<file path="src/rtl/display_scheduler.sv">
// Two-requester display scheduler driving a four-digit multiplexed
// seven-segment display. A free-running prescaler produces scan ticks that
// rotate through the digits; an arbiter grants the display to requester A or
// B, captures its four BCD digits into a shadow register, and holds them on
// screen for HOLD_TICKS scan ticks before serving the next request.
module display_scheduler #(
   parameter int CLK_DIV    = 50000,
   parameter int HOLD_TICKS = 1000
) (
   input  logic        clk,
   input  logic        rst,
   input  logic        req_a,
   input  logic [15:0] data_a,
   input  logic        req_b,
   input  logic [15:0] data_b,
   output logic        ack_a,
   output logic        ack_b,
   output logic [3:0]  bcd,
   output logic [3:0]  an,
   output logic [1:0]  active_src,
   output logic        busy
);

   localparam int PW = (CLK_DIV > 1) ? $clog2(CLK_DIV) : 1;
   localparam int HW = (HOLD_TICKS > 1) ? $clog2(HOLD_TICKS) : 1;
   localparam logic [PW-1:0] PRESC_MAX = PW'(CLK_DIV - 1);
   localparam logic [HW-1:0] HOLD_MAX  = HW'(HOLD_TICKS - 1);

   typedef enum logic [1:0] {
      IDLE   = 2'd0,
      SHOW_A = 2'd1,
      SHOW_B = 2'd2
   } state_t;

   state_t          state_q,  state_d;
   logic [PW-1:0]   presc_q,  presc_d;
   logic [1:0]      idx_q,    idx_d;
   logic [HW-1:0]   hold_q,   hold_d;
   logic [15:0]     shadow_q, shadow_d;
   logic            valid_q,  valid_d;
   logic            last_b_q, last_b_d;   // 1: B was granted most recently
   logic            ack_a_q,  ack_a_d;
   logic            ack_b_q,  ack_b_d;

   logic            tick;
   logic            grant_a;
   logic            grant_b;

   assign tick = (presc_q == PRESC_MAX);

   // Next-state logic for the scan counters, arbiter FSM and captured message.
   always_comb begin
      // NOTE: every variable gets a default first so no path leaves one
      // unassigned; a missed branch would otherwise infer a latch.
      state_d  = state_q;
      presc_d  = tick ? '0 : presc_q + 1'b1;
      idx_d    = tick ? idx_q + 2'd1 : idx_q;
      hold_d   = hold_q;
      shadow_d = shadow_q;
      valid_d  = valid_q;
      last_b_d = last_b_q;
      ack_a_d  = 1'b0;
      ack_b_d  = 1'b0;
      // On a conflict the requester not granted last time wins.
      grant_a  = req_a && (!req_b || last_b_q);
      grant_b  = req_b && (!req_a || !last_b_q);

      case (state_q)
         IDLE: begin
            if (grant_a) begin
               state_d  = SHOW_A;
               shadow_d = data_a;
               valid_d  = 1'b1;
               hold_d   = '0;
               last_b_d = 1'b0;
               ack_a_d  = 1'b1;
            end else if (grant_b) begin
               state_d  = SHOW_B;
               shadow_d = data_b;
               valid_d  = 1'b1;
               hold_d   = '0;
               last_b_d = 1'b1;
               ack_b_d  = 1'b1;
            end
         end
         SHOW_A, SHOW_B: begin
            // Requests are ignored here; the hold expires on a scan tick.
            if (tick) begin
               if (hold_q == HOLD_MAX) begin
                  state_d = IDLE;
               end else begin
                  hold_d = hold_q + 1'b1;
               end
            end
         end
         default: state_d = IDLE;
      endcase
   end

   // State register with synchronous, active-high reset.
   always_ff @(posedge clk) begin
      // NOTE: sequential state uses non-blocking assignments so every flop
      // samples the pre-edge values regardless of statement order.
      if (rst) begin
         state_q  <= IDLE;
         presc_q  <= '0;
         idx_q    <= '0;
         hold_q   <= '0;
         // NOTE: the shadow register is cleared as well, so the digits seen
         // after reset never depend on power-up contents.
         shadow_q <= '0;
         valid_q  <= 1'b0;
         last_b_q <= 1'b1;
         ack_a_q  <= 1'b0;
         ack_b_q  <= 1'b0;
      end else begin
         state_q  <= state_d;
         presc_q  <= presc_d;
         idx_q    <= idx_d;
         hold_q   <= hold_d;
         shadow_q <= shadow_d;
         valid_q  <= valid_d;
         last_b_q <= last_b_d;
         ack_a_q  <= ack_a_d;
         ack_b_q  <= ack_b_d;
      end
   end

   // Digit decode from the registered index, shadow register and valid flag.
   always_comb begin
      an  = 4'b1111;
      bcd = 4'h0;
      if (valid_q) begin
         case (idx_q)
            2'd0: begin an = 4'b1110; bcd = shadow_q[3:0];   end
            2'd1: begin an = 4'b1101; bcd = shadow_q[7:4];   end
            2'd2: begin an = 4'b1011; bcd = shadow_q[11:8];  end
            default: begin an = 4'b0111; bcd = shadow_q[15:12]; end
         endcase
      end
   end

   // Status outputs derived from the FSM state.
   always_comb begin
      busy       = (state_q == SHOW_A) || (state_q == SHOW_B);
      active_src = 2'b00;
      if (state_q == SHOW_A) active_src = 2'b01;
      if (state_q == SHOW_B) active_src = 2'b10;
   end

   assign ack_a = ack_a_q;
   assign ack_b = ack_b_q;

endmodule

</file>
<file path="config.mk">
export PLATFORM = sky130hd
export DESIGN_NAME = display_scheduler
export DESIGN_NICKNAME = d
export VERILOG_FILES = /design/src/rtl/display_scheduler.sv
export SDC_FILE = /design/constraint.sdc
export NUM_CORES = 1
export LEC_CHECK = 0
export BUFFER_PORTS_ARGS = -buffer_cell sky130_fd_sc_hd__buf_4
export CELL_PAD_IN_SITES_DETAIL_PLACEMENT = 0
export CELL_PAD_IN_SITES_GLOBAL_PLACEMENT = 1
export CORE_MARGIN = 5
export CORE_UTILIZATION = 44
export DETAILED_ROUTE_END_ITERATION = 6
export GPL_TIMING_DRIVEN = 1
export PLACE_DENSITY_LB_ADDON = 0.2
export SYNTH_ARGS = -nofsm -noshare
export SYNTH_HDL_FRONTEND = slang
export SYNTH_SLANG_ARGS = --single-unit
</file>
<file path="constraint.sdc">
create_clock -name clk -period 4.16 [get_ports clk]
set_input_delay 0.832 -clock clk [delete_from_list [all_inputs] [get_ports clk]]
set_output_delay 0.832 -clock clk [all_outputs]
set_load 0.03 [all_outputs]
</file>
==> results.yml <==
floorplanning:
  ioPinCount: 49
  die-area_sq_mm: 0.00738
  core_sq_mm: 0.00554
  initial_utilization_pct: 45.7
  std_cell_rows: 27
  die_h_um: 85.9
  dieWidth_um: 85.9
cts:
  ctsHoldBuffers: 0
  clockRootBuffer: "clkbuf_8"
  cts_made_buffers: 5
  cts_tree: "yes"
  clock_latency_ps: 300
  cts.htree.levels: 2
  post_cts_buffers: 0
  clock-sinks: 50
  cts_resized: 0
  cts_buffer_depth: 2
  clk_pin_slew_ps: 100
synth:
  synth_area_sq_mm: 0.00253
  ys_seq_area_share_pct: 39.5
  synth-compound-area-share_pct: 14.4
  syn-num-nets: 327
  synth_top_area_share_pct: 39.5
  yosys_warnings: 0
  ys_types: 49
  synth_area_leaders: "dfxtp_1, mux2i_1, nor2_1"
  yosys.area_share.xor_xnor_pct: 5.19
  synth-seq-cells: 50
  synth_top_family_by_area: "simple AND/OR/NAND/NOR gates"
  synthSimpleGateAreaFrac_pct: 24.3
  synthAdderAreaFrac_pct: 4.44
  yosysTopAreaCell: "dfxtp_1"
  synth_mux_area_share_pct: 7.56
  netlist_instances: 282
  syn_avg_cell_area_sq_um: 8.98
setup_path:
  end_kind: "output pin"
  cp.arrival_ps: 1840
  crit_type: "flip-flop to output pin"
  critPathRequiredTime_ps: 3330
  critPathMaxFanout: 5
  crit_path_start_kind: "flip-flop"
pwr:
  p_per_area_mw_per_mm2: 495
  leakagePower_nw: 1.24
  ir_drop_mv: 0.351
  total_power_mw: 1.50
status:
  status: "finished, final reports clean"
grt:
  grt_pass1_vias: 1907
  grt_max_degree: 35
  grt_overflow_total: 0
  grt_antenna_before_repair: 0
  track_usage_pct: 14.1
  grt_first_pass_wirelength_mm: 8.63
cells_and_area:
  area_delta_synth_final_pct: 19.3
  final_cell_count_no_fill: 396
  fin_area_sq_mm: 0.00302
  fillers: 533
  finalNetCount: 368
  drive_above_1_share_pct: 21.6
  diodes: 0
sta:
  hold_violations: 0
  tightest_slew_ps: 1120
  fmax_ghz: 0.374
  rsz0062_at_grt: "no"
  relSlewSlack_pct: 25.4
  layout_setup_ws_ps: 1490
  setup_viol: 0
  fin_crit_sh_pct: 64.3
  skew_ps: 11.5
  post-route-min-period_ps: 2670
  maxSlewViolCount: 0
  totalNegativeSetupSlack_ps: 0
min_path:
  hp-class: "flip-flop to flip-flop"
routing:
  drt-pass1-iter-count: 4
  vias: 2064
  totalWireLength_mm: 5.27
  routedWlPerCell_um: 13.3
  drc: 0
  drt_first_iter_violations: 87
  viasPerCell: 5.21
  ant_nets: 0
placement:
  dp.cells: 388
  place.port_buffers: 48
  dp_hpwl_mm: 3.88
  gp_congestion: 0.841
  pre_cts_slack_ps: 1720
  place_area_sq_mm: 0.00291
job:
  maxCapViolCount: 0
[worst max-delay path, stage by stage (launching register included)]
cell	delay (ps)
dfxtp_1	410
inv_1	80
ha_1	260
a222oi_1	360
o21ai_0	110
and2_1	160
buf_4	160
[flip-flops by register name, indices dropped and copies added (netlist names)]
signal,flops
idx_q,2
last_b_q,1
presc_q,16
hold_q,10
state_q,2
ack_a,1
valid_q,1
ack_b,1
shadow_q,16
[cell usage after synthesis (all sizes together)]
cell	count
a211o	1
a211oi	16
a21bo	1
a21boi	1
a21oi	5
a222oi	4
a31oi	5
and2	5
and3	7
and4	3
buf	5
clkbuf	9
dfxtp	50
ha	9
inv	10
mux2	1
mux2i	18
nand2	19
nand2b	3
nand3	9
nand4	5
nand4bb	2
nor2	39
nor2b	7
nor3b	1
nor4	2
o211a	1
o211ai	2
o21a	1
o21ai	12
o22ai	2
o31ai	1
o32ai	1
or2	2
or3	3
or3b	1
or4	2
or4b	2
xnor2	6
xor2	9
[cells in the final DEF (no fill, tap or decap), types with 6 or more instances in the layout]
cell / count
nand2_1: 18
nor2b_1: 7
buf_4: 48
xor2_1: 9
nand3_1: 9
nor2_1: 39
inv_1: 10
xnor2_1: 6
mux2i_1: 18
ha_1: 9
dfxtp_1: 50
a211oi_1: 16
o21ai_0: 9
[final timing paths]
path / from / endpoint / slack [ps] / cells after the start
setup / recovery: idx_q[0]$_SDFFE_PP0P_ / bcd[2] / 1490 / 6
hold / removal: presc_q[0]$_SDFF_PP0_ / presc_q[0]$_SDFF_PP0_ / 450 / 1
setup reg to reg: presc_q[12]$_SDFF_PP0_ / hold_q[8]$_SDFFE_PP0P_ / 1740 / 5
hold reg to reg: presc_q[0]$_SDFF_PP0_ / presc_q[0]$_SDFF_PP0_ / 450 / 1
[power breakdown]
group | switching, mW | internal, mW
Clock | 0.163 | 0.179
Combinational | 0.319 | 0.220
Sequential | 0.0551 | 0.561
Total | 0.537 | 0.960
[cells by family (layout without fill, tap and decap cells)]
family / after synthesis / in the layout
buf+inv: 24 / 66
flops: 50 / 50
mux: 19 / 19
fa+ha+maj: 9 / 9
xor+xnor: 15 / 15
compound gates: 53 / 53
simple gates: 112 / 112
[stage by stage]
| step | hold WS, ps | utilization, % |
|---|---|---|
| finish | 450 | 54.5 |
| detailed placement | 437 | 52.5 |
| global placement | 430 | 52.5 |
| CTS | 452 | 54.5 |
| global route | 488 | 54.5 |
| floorplan | 413 | - |
[layer usage]
layer	vias to the layer above	track usage [%]	part of all wire [%]	wire length (um)
li1	1087	-	-	-
met3	6	3.65	5.4	286
met5	-	0	0	0
met1	923	19.0	47	2490
met4	0	3.45	1.1	58
met2	48	22.3	46	2440
[cell type report]
| class | instances | area, sq um | area share, % |
|---|---|---|---|
| Clock inverter | 3 | 45.0 | 1.49 |
| Clock buffer | 5 | 68.8 | 2.28 |
| Inverter | 10 | 37.5 | 1.24 |
| Tap cell | 72 | 90.1 | 2.98 |
| Sequential cell | 50 | 1000 | 33.1 |
| Multi-Input combinational cell | 208 | 1420 | 47.0 |
| Timing Repair Buffer | 48 | 360 | 11.9 |
Note: power is estimated with default switching activity, not from simulation.
